### config.mk
export PLATFORM = sky130hd
export DESIGN_NAME = display_scheduler_flat
export DESIGN_NICKNAME = d
export VERILOG_FILES = /design/src/rtl/display_scheduler_if.sv /design/src/rtl/display_scheduler.sv /design/src/flat_wrapper.sv
export SDC_FILE = /design/constraint.sdc
export NUM_CORES = 1
export LEC_CHECK = 0
export ABC_AREA = 1
export BUFFER_PORTS_ARGS = -buffer_cell sky130_fd_sc_hd__buf_2
export CAP_MARGIN = 15
export CELL_PAD_IN_SITES_DETAIL_PLACEMENT = 0
export CELL_PAD_IN_SITES_GLOBAL_PLACEMENT = 1
export CORE_ASPECT_RATIO = 0.9
export CORE_MARGIN = 2
export CORE_UTILIZATION = 38
export DETAILED_ROUTE_END_ITERATION = 8
export PLACE_DENSITY = 0.73
export SYNTH_ARGS = -nofsm -noshare
export SYNTH_HDL_FRONTEND = slang
export SYNTH_SLANG_ARGS = --single-unit
### constraint.sdc
create_clock -name clk -period 2.5 [get_ports clk]
set_input_delay 0.125 -clock clk [delete_from_list [all_inputs] [get_ports clk]]
set_output_delay 0.125 -clock clk [all_outputs]
set_load 0.005 [all_outputs]
### src/rtl/display_scheduler_if.sv
// Handshake and display bus between the display scheduler and the blocks around it.
// The master drives key/error/clear requests; the slave (scheduler) drives the display.
interface display_scheduler_if;
    logic        key_valid;
    logic [7:0]  key_data;
    logic        key_ready;
    logic        err_valid;
    logic        clear;
    logic [31:0] NUMB;
    logic [7:0]  MASK;
    logic        ERROR;

    modport master (
        output key_valid, key_data, err_valid, clear,
        input  key_ready, NUMB, MASK, ERROR
    );

    modport slave (
        input  key_valid, key_data, err_valid, clear,
        output key_ready, NUMB, MASK, ERROR
    );
endinterface

### src/rtl/display_scheduler.sv
// Shares the 8-digit display between the scancode byte history and a timed,
// blinking error banner; all display outputs are registered.
module display_scheduler #(
    parameter int HOLD_CYCLES  = 50_000_000,
    parameter int BLINK_CYCLES = 25_000_000
) (
    input  logic         clk,
    input  logic         rst,
    display_scheduler_if.slave bus
);

    localparam int HOLD_W  = $clog2(HOLD_CYCLES + 1);
    localparam int BLINK_W = $clog2(BLINK_CYCLES + 1);
    localparam logic [HOLD_W-1:0]  HOLD_LAST  = HOLD_W'(HOLD_CYCLES - 1);
    localparam logic [BLINK_W-1:0] BLINK_LAST = BLINK_W'(BLINK_CYCLES - 1);

    typedef enum logic [1:0] {
        IDLE = 2'd0,
        SHOW = 2'd1,
        ERR  = 2'd2
    } state_t;

    state_t              state_reg, state_next;
    logic [31:0]         hist_reg, hist_next;
    logic [2:0]          cnt_reg, cnt_next;
    logic [HOLD_W-1:0]   hold_reg, hold_next;
    logic [BLINK_W-1:0]  blink_reg, blink_next;
    logic [31:0]         numb_reg, numb_next;
    logic [7:0]          mask_reg, mask_next;
    logic                error_reg, error_next;
    logic                key_ready;
    logic                accept;
    logic                banner_restart;
    logic [7:0]          show_mask;

    assign key_ready     = !rst && (state_reg != ERR);
    assign accept        = bus.key_valid && key_ready;
    assign bus.key_ready = key_ready;
    assign bus.NUMB      = numb_reg;
    assign bus.MASK      = mask_reg;
    assign bus.ERROR     = error_reg;

    // Digit gi is blanked unless it is covered by one of the cnt stored bytes.
    generate
        for (genvar gi = 0; gi < 8; gi++) begin : g_show_mask
            assign show_mask[gi] = (4'(gi) >= {cnt_next, 1'b0});
        end
    endgenerate

    always_comb begin
        state_next     = state_reg;
        hist_next      = hist_reg;
        cnt_next       = cnt_reg;
        hold_next      = hold_reg;
        blink_next     = blink_reg;
        banner_restart = 1'b0;

        if (bus.clear) begin
            state_next = IDLE;
            hist_next  = '0;
            cnt_next   = '0;
            hold_next  = '0;
            blink_next = '0;
        end else begin
            if (accept) begin
                hist_next = {hist_reg[23:0], bus.key_data};
                if (cnt_reg != 3'd4) begin
                    cnt_next = cnt_reg + 3'd1;
                end
            end

            if (bus.err_valid) begin
                state_next     = ERR;
                hold_next      = '0;
                blink_next     = '0;
                banner_restart = 1'b1;
            end else begin
                case (state_reg)
                    IDLE, SHOW: begin
                        if (accept) begin
                            state_next = SHOW;
                        end
                    end
                    ERR: begin
                        if (hold_reg == HOLD_LAST) begin
                            state_next = (cnt_reg != 3'd0) ? SHOW : IDLE;
                            hold_next  = '0;
                            blink_next = '0;
                        end else begin
                            hold_next  = hold_reg + 1'b1;
                            blink_next = (blink_reg == BLINK_LAST) ? '0 : blink_reg + 1'b1;
                        end
                    end
                    default: state_next = IDLE;
                endcase
            end
        end
    end

    always_comb begin
        numb_next  = 32'h0;
        mask_next  = 8'hFF;
        error_next = 1'b0;
        case (state_next)
            SHOW: begin
                numb_next = hist_next;
                mask_next = show_mask;
            end
            ERR: begin
                numb_next  = 32'hEEEE_EEEE;
                error_next = 1'b1;
                // Blink phase flips each time the blink timer wraps; every (re)entry starts lit.
                if (banner_restart) begin
                    mask_next = 8'h00;
                end else if (blink_reg == BLINK_LAST) begin
                    mask_next = ~mask_reg;
                end else begin
                    mask_next = mask_reg;
                end
            end
            default: begin
                numb_next = 32'h0;
                mask_next = 8'hFF;
            end
        endcase
    end

    always_ff @(posedge clk) begin
        if (rst) begin
            state_reg <= IDLE;
            hist_reg  <= '0;
            cnt_reg   <= '0;
            hold_reg  <= '0;
            blink_reg <= '0;
            numb_reg  <= '0;
            mask_reg  <= 8'hFF;
            error_reg <= 1'b0;
        end else begin
            state_reg <= state_next;
            hist_reg  <= hist_next;
            cnt_reg   <= cnt_next;
            hold_reg  <= hold_next;
            blink_reg <= blink_next;
            numb_reg  <= numb_next;
            mask_reg  <= mask_next;
            error_reg <= error_next;
        end
    end

endmodule
### src/flat_wrapper.sv
// flat-port wrapper written by rule: the top's interface ports become plain ports
module display_scheduler_flat 
#(
    parameter int HOLD_CYCLES  = 50_000_000,
    parameter int BLINK_CYCLES = 25_000_000
)
  (clk, rst, bus_key_valid, bus_key_data, bus_err_valid, bus_clear, bus_key_ready, bus_NUMB, bus_MASK, bus_ERROR);
  display_scheduler_if bus_i ();
  input  logic clk;
  input  logic rst;
  input wire logic [$bits(bus_i.key_valid)-1:0] bus_key_valid;
  input wire logic [$bits(bus_i.key_data)-1:0] bus_key_data;
  input wire logic [$bits(bus_i.err_valid)-1:0] bus_err_valid;
  input wire logic [$bits(bus_i.clear)-1:0] bus_clear;
  output wire logic [$bits(bus_i.key_ready)-1:0] bus_key_ready;
  output wire logic [$bits(bus_i.NUMB)-1:0] bus_NUMB;
  output wire logic [$bits(bus_i.MASK)-1:0] bus_MASK;
  output wire logic [$bits(bus_i.ERROR)-1:0] bus_ERROR;
  assign bus_i.key_valid = bus_key_valid;
  assign bus_i.key_data = bus_key_data;
  assign bus_i.err_valid = bus_err_valid;
  assign bus_i.clear = bus_clear;
  assign bus_key_ready = bus_i.key_ready;
  assign bus_NUMB = bus_i.NUMB;
  assign bus_MASK = bus_i.MASK;
  assign bus_ERROR = bus_i.ERROR;
  display_scheduler #(.HOLD_CYCLES(HOLD_CYCLES), .BLINK_CYCLES(BLINK_CYCLES)) u_core (.clk(clk), .rst(rst), .bus(bus_i));
endmodule
==> impl_metrics.csv, run 1 <==
group,metric,value,unit
global_route,gr-total-overflow,0,
logic_synthesis,yosysSeqAreaShare,0.415,
logic_synthesis,synthArstFlopShare,0,
sta,final.setup.tns,0,ps
power_and_ir_drop,p_per_area,680,nW/µm²
critical_path,timing.rr.start,"u_core.hold_reg[0]",
logic_synthesis,synthesis.nets,946,
clock_network,cts.sinks,129,
critical_path,slowest_stage,"dfxtp_2",
finish,area_growth,21.1,%
critical_path,cp_cell_sequence,"ha_2 > nand2_1 > nor2_2 > nand2_2 > nor2_2 > nand3_2 > nand2_2 > o21ai_1 > ha_4 > nand2_1 > clkinvlp_4 > nand2_2 > or2_2 > nand2_1 > nand2_1",
global_route,antenna_found_initial,0,
critical_path,crit_cells,15,
logic_synthesis,syn_inst,927,
logic_synthesis,synth.yosys.warnings,0,
floorplanning,die-area,17400,µm²
critical_path,cp.arrival,2650,ps
drt,first_pass_iters,5,
placed_design,place.gp.congestion,0.840,
sta,finalSetupViolations,0,
finish,fill_cells,1662,
power_and_ir_drop,swShare,0.249,
power_and_ir_drop,p_total,0.00512,W
sta,skew,12.0,ps
drt,viasPerCell,4.80,
critical_path,cp_data_required_time,2810,ps
finish,layout_commonest_cell,"nand2_1",
sta,fin_crit_sh,0.937,
floorplanning,initial_utilization,0.387,
logic_synthesis,synth-edff-count,0,
clock_network,postCtsSetupRepairBufs,0,
global_route,grt_max_degree,47,
sta,final_hold_viol_count,0,
floorplanning,num_rows,44,
job,cap_violations,0,
sta,slew_headroom,0.325,
floorplanning,coreArea,16100,µm²
critical_path,ff2ff_setup_slack,160,ps
floorplanning,num_io_pins,55,
drt,vias,5880,
sta,slew_violations,0,
power_and_ir_drop,p_clk_frac,0.522,
critical_path,crit_path_frequent_cell,"nand2_1",
global_route,grt_usage,0.188,
drt,drtIter0Drc,426,
finish,fin_nets,1023,
global_route,grt_pass1_vias,5381,
drt,wire_per_inst,13.1,µm
clock_network,clock_latency,430,ps
clock_network,clkSlewWorstSetupHoldPaths,60,ps
worst_hold_path,min_path_type,"input port to flip-flop",
critical_path,crit_family,"simple AND/OR/NAND/NOR gates",
worst_hold_path,hold_start,"bus_key_data[0]",
clock_network,htree_levels,4,
logic_synthesis,synth.avg_cell_area,6.71,µm²
clock_network,cts_tree,"done",
logic_synthesis,synthesis.area,6220,µm²
critical_path,timing.rr.end,"u_core.bus.MASK[0]",
placed_design,port_buffers,54,
finish,layout_common_cells,"nand2_1 (199), nor2_1 (144), dfxtp_1 (127), inv_1 (115), a21oi_1 (84)",
critical_path,path_class,"flip-flop to flip-flop",
clock_network,cts_buffers,17,
drt,routed_wl,16100,µm
sta,timing.fmax,427,MHz
floorplanning,fp.dieH,125,µm
clock_network,cts_root_buf,"clkbuf_16",
power_and_ir_drop,pwr-share-comb,0.063,
placed_design,dp_hpwl,11100,µm
logic_synthesis,synth-seq-cells,129,
sta,min_period,2340,ps
power_and_ir_drop,p_sw,0.00128,W
global_route,grt_pass1_wl,26700,µm
critical_path,worst_setup_path_end_kind,"flip-flop",
critical_path,r2r_cells,15,
critical_path,slowest_delay,330,ps
drt,antenna_left,0,
sta,rsz0062_at_grt,"no",
worst_hold_path,holdPathStages,3,
sta,tightest_slew,1010,ps
floorplanning,die_x,139,µm
power_and_ir_drop,p_leak,2.91,nW
clock_network,cts.path.max_buffers,2,
power_and_ir_drop,p_int,0.00385,W
logic_synthesis,synthFlopType,"dfxtp_1",
finish,drive_above_1_share,0.157,
critical_path,worstPathMaxFanout,8,
drt,post-route-drc-count,0,
sta,hold_slack,13.8,ps
power_and_ir_drop,seqPwrFrac,0.414,
critical_path,crit_buf_inv,1,
worst_hold_path,holdPathEnd,"u_core.hist_reg[0]",
logic_synthesis,yosysUniqueCellTypes,38,
power_and_ir_drop,ir_drop,0.511,mV
finish,diodes,0,
critical_path,cp-start-kind,"flip-flop",
run_status,run_status,"finished clean",
## power groups by stage
stage	logic, W	clock network (W)	registers [W]
after floorplan	0.000207	0	0.00217
after global placement	0.000320	0	0.00217
after detailed placement	0.000318	0	0.00217
after CTS	0.000322	0.00272	0.00212
after global routing	0.000369	0.00284	0.00213
final	0.000325	0.00267	0.00212
## cells in the mapped netlist (all sizes together) (6+ instances only)
cell type / count / area, µm²
xor2: 7 / 61.3
a21oi: 84 / 420
clkbuf: 23 / 87.6
nand3: 65 / 353
dfxtp: 129 / 2580
nand2: 203 / 772
or2: 10 / 62.6
nor2: 151 / 582
inv: 118 / 443
nor3: 21 / 115
buf: 11 / 88.8
nand4: 16 / 100
o21ai: 54 / 274
ha: 6 / 75.1
## worst max path at each step
stage,startpoint,to,slack (ps)
global route,u_core.hold_reg[1],u_core.bus.MASK[4],10
finish,u_core.hold_reg[0],u_core.bus.MASK[0],160
global placement,u_core.hold_reg[0],u_core.bus.MASK[0],120
CTS,u_core.hold_reg[0],u_core.bus.MASK[0],30
detailed placement,u_core.hold_reg[0],u_core.bus.MASK[0],80
floorplan,u_core.hold_reg[0],u_core.bus.MASK[1],180
## cell type report
type	count	area, µm²	share of cell area
repair buffers	92	561	0.0744
inverters	120	454	0.0603
flip-flops and latches	129	2580	0.343
well taps	207	259	0.0344
clock buffers	18	439	0.0583
multi-input cells	644	3040	0.404
clock inverters	14	190	0.0253
## tightest hold or removal path, stage by stage
cell and delay, ps:
buf_2 70, nor2_1 40, nor3_1 140
## metal layers
layer,vias to the layer above,share of wire,GRT usage
met5,-,0,0
met2,127,0.43,0.287
li1,3120,-,-
met4,0,0.011,0.0541
met1,2622,0.51,0.262
met3,11,0.044,0.0490
## metrics by stage
| stage | util | std cells | cell area, µm² | setup WS (ps) |
|---|---|---|---|---|
| final | 0.468 | 1224 | 7530 | 159 |
| after detailed placement | 0.426 | 1190 | 6840 | 77.6 |
| after global routing | 0.468 | 1224 | 7530 | 13.5 |
| after global placement | 0.426 | 1190 | 6840 | 125 |
| after CTS | 0.466 | 1224 | 7490 | 29.8 |
| after floorplan | - | 927 | 6220 | 182 |
## kinds of logic after synthesis
group                      synth area share
DFF                                   0.415
buffers and inverters                 0.101
xor gates and xnor gates             0.0141
and+or+nand+nor                       0.332
adders and majority gates            0.0121
AOI/OAI and AO/OA                     0.126
## what timing repair did
| item | CTS | global route |
|---|---|---|
| hold endpoints to repair | 2 | 0 |
| gates resized for setup | 0 | 11 |
| endpoints found under the setup margin | 0 | 33 |
| hold buffers | 2 | 0 |
No activity file was read; power rests on OpenSTA's default activity.
==> run 2, diff against run 1 <==
ABC_AREA = unset   (was 1)
CORE_UTILIZATION = 41   (was 38)
==> run 2 against run 1 <==
The run now ends with negative setup slack left. Register-to-register slack got worse by 260 ps. Flip-flop and latch count did not move. Synthesized area fell by 7.8%. Critical path depth fell by 5. Clock skew rose by 2.4 ps. First-iteration DRC count fell by 31%. Largest cell class unchanged.
==> impl_metrics.csv, run 2 <==
group,metric,value,unit
global_route,gr-total-overflow,0,
worst_hold_path,holdPathStages,3,
placed_design,placed_area,6550,µm²
drt,routed_wl,13800,µm
worst_hold_path,min_path_type,"input port to flip-flop",
logic_synthesis,yosysTopAreaCell,"dfxtp_1",
placed_design,dp_hpwl,9220,µm
drt,wire_per_inst,15.5,µm
global_route,grt_pass1_vias,4640,
sta,fin_crit_sh,1.04,
sta,min_period,2610,ps
clock_network,clkSlewWorstSetupHoldPaths,60,ps
logic_synthesis,yosysSeqAreaShare,0.450,
floorplanning,coreArea,13500,µm²
finish,area_growth,28.1,%
logic_synthesis,synthesis.area,5740,µm²
floorplanning,die_x,129,µm
clock_network,cts_tree,"done",
logic_synthesis,syn_inst,619,
sta,rsz0062_at_grt,"yes",
critical_path,timing.rr.start,"u_core.hold_reg[23]",
logic_synthesis,synth_commonest_cells,"dfxtp_1 (129), nor2_1 (50), mux2i_1 (42), nor3_1 (38), clkbuf_1 (36)",
critical_path,timing.rr.end,"u_core.bus.MASK[3]",
drt,post-route-drc-count,0,
power_and_ir_drop,p_per_area,683,nW/µm²
floorplanning,initial_utilization,0.424,
sta,worst_slack,-106,ps
sta,skew,14.4,ps
finish,fin_nets,728,
critical_path,r2r_cells,10,
floorplanning,num_rows,40,
logic_synthesis,synth.avg_cell_area,9.27,µm²
logic_synthesis,synth-seq-cells,129,
critical_path,cp_cell_sequence,"and4_4 > and3_4 > nand4_1 > o32a_1 > or3_4 > ha_4 > nor4_4 > a32oi_2 > a21o_1 > o22a_1",
power_and_ir_drop,p_leak,2.88,nW
sta,finalSetupViolations,6,
placed_design,place.gp.congestion,0.824,
logic_synthesis,synth_top_area_share,0.450,
critical_path,cp_data_required_time,2800,ps
run_status,run_status,"finished with violations",
clock_network,cts.sinks,129,
global_route,grt_pass1_wl,22700,µm
finish,final_util,0.544,
drt,viasPerCell,5.44,
run_status,violations,"negative setup slack",
critical_path,cp.arrival,2900,ps
logic_synthesis,synthFlopType,"dfxtp_1",
power_and_ir_drop,ir_drop,0.458,mV
clock_network,cts.path.max_buffers,2,
critical_path,ff2ff_setup_slack,-110,ps
finish,layout_common_cells,"dfxtp_1 (121), buf_4 (59), buf_2 (54), nor2_1 (48), mux2i_1 (42)",
sta,timing.fmax,384,MHz
power_and_ir_drop,p_total,0.00501,W
placed_design,port_buffers,54,
critical_path,slowest_delay,350,ps
critical_path,worstPathMaxFanout,3,
global_route,antenna_found_initial,0,
clock_network,cts_root_buf,"clkbuf_16",
sta,slew_headroom,0.626,
critical_path,cp-start-kind,"flip-flop",
drt,drtIter0Drc,292,
clock_network,cts_buffers,17,
finish,layout_commonest_cell,"dfxtp_1",
logic_synthesis,synthTopCellsByArea,"dfxtp_1 (45%), mux2i_1 (7.3%), xor2_1 (3.7%)",
finish,design_area,7350,µm²
sta,final_hold_viol_count,0,
drt,vias,4846,
placed_design,dpl_worst_slack,-163,ps
clock_network,htree_levels,4,
worst_hold_path,holdPathEnd,"u_core.hist_reg[5]",
clock_network,clock_latency,420,ps
logic_synthesis,synth.yosys.warnings,0,
logic_synthesis,synth-edff-count,0,
drt,first_pass_iters,4,
floorplanning,fp.dieH,116,µm
floorplanning,die-area,15000,µm²
critical_path,worst_setup_path_end_kind,"flip-flop",
logic_synthesis,synthArstFlopShare,0,
global_route,grt_max_degree,55,
sta,tightest_slew,562,ps
sta,slew_violations,0,
finish,drive_above_1_share,0.271,
floorplanning,num_io_pins,55,
logic_synthesis,synthesis.nets,638,
critical_path,slowest_stage,"or3_4",
finish,diodes,0,
logic_synthesis,yosysMostFrequentCell,"dfxtp_1",
worst_hold_path,hold_start,"bus_key_data[5]",
logic_synthesis,yosysUniqueCellTypes,55,
global_route,grt_usage,0.191,
job,cap_violations,0,
critical_path,path_class,"flip-flop to flip-flop",
drt,antenna_left,0,
run 2: changes by cell type in the layout (fill, tap and decap cells not counted), moves of 18 or more:
| cell | previous run | this run |
|---|---|---|
| nand2_1 | 199 | 27 |
| inv_1 | 115 | 11 |
| nor2_1 | 144 | 48 |
| a21oi_1 | 84 | 10 |
| mux2i_1 | 0 | 42 |
| nand3_1 | 60 | 22 |
| o21ai_0 | 40 | 5 |
| o21a_1 | 0 | 27 |
| buf_4 | 36 | 59 |
| nor3b_1 | 0 | 21 |
| a31oi_1 | 0 | 20 |
| nor3_1 | 19 | 37 |
run 2: worst max path at each step:
stage                        startpoint                 end  slack (ps)  depth (start not counted)
finish              u_core.hold_reg[23]  u_core.bus.MASK[3]        -110                         10
global route         u_core.hold_reg[5]  u_core.bus.MASK[4]        -220                         10
CTS                  u_core.hold_reg[9]  u_core.bus.MASK[3]        -110                         10
detailed placement   u_core.hold_reg[7]  u_core.bus.MASK[3]        -160                         10
global placement     u_core.hold_reg[9]  u_core.bus.MASK[2]        -120                         10
floorplan            u_core.hold_reg[6]  u_core.bus.MASK[2]        -130                         13
run 2: cell families after synthesis:
logic type                 share of synthesized area
and+or+nand+nor                                0.268
DFF                                            0.450
AOI/OAI and AO/OA                              0.111
buffers and inverters                         0.0397
muxes                                         0.0753
xor gates and xnor gates                      0.0428
adders and majority gates                     0.0131
run 2: routing by layer:
layer | global-route usage | wire length [µm] | vias up
li1 | - | - | 2427
met1 | 0.254 | 6750 | 2340
met2 | 0.298 | 6390 | 71
met3 | 0.0536 | 510 | 8
met4 | 0.0681 | 104 | 0
met5 | 0 | 0 | -
run 2: timing repair:
item	in CTS	in global routing
resized for setup	15	10
endpoints found under the hold margin	2	0
hold buffers	2	0
setup buffers	4	1
pin swaps	4	3
endpoints found under the setup margin	30	40
run 2: through the flow:
stage               TNS [ps]  instances  hold WS (ps)
global route           -1260        890          33.4
global placement        -580        852           378
finish                  -421        890          25.1
CTS                     -457        889          9.49
detailed placement     -1110        852           391
floorplan               -537        619           272
run 2: power breakdown:
group	switching, W	internal, W	leakage, nW	total [W]
logic	0.000155	0.000115	1.53	0.000270
clock network	0.000923	0.00172	0.302	0.00265
registers	0.0000125	0.00208	1.05	0.00210
run 2: critical path: cells and delay by family, from the launching register on:
family | cells | cell delay (ps)
simple gates | 5 | 1050
fa+ha+maj | 1 | 250
flops | 1 | 320
compound gates | 4 | 860
run 2: final cells by class:
| cell class | instances | area, µm² |
|---|---|---|
| Clock buffer | 20 | 457 |
| Clock inverter | 12 | 183 |
| Fill cell | 1233 | 6170 |
| Inverter | 11 | 41.3 |
| Multi-Input combinational cell | 432 | 3070 |
| Sequential cell | 129 | 2590 |
| Tap cell | 168 | 210 |
| Timing Repair Buffer | 118 | 788 |
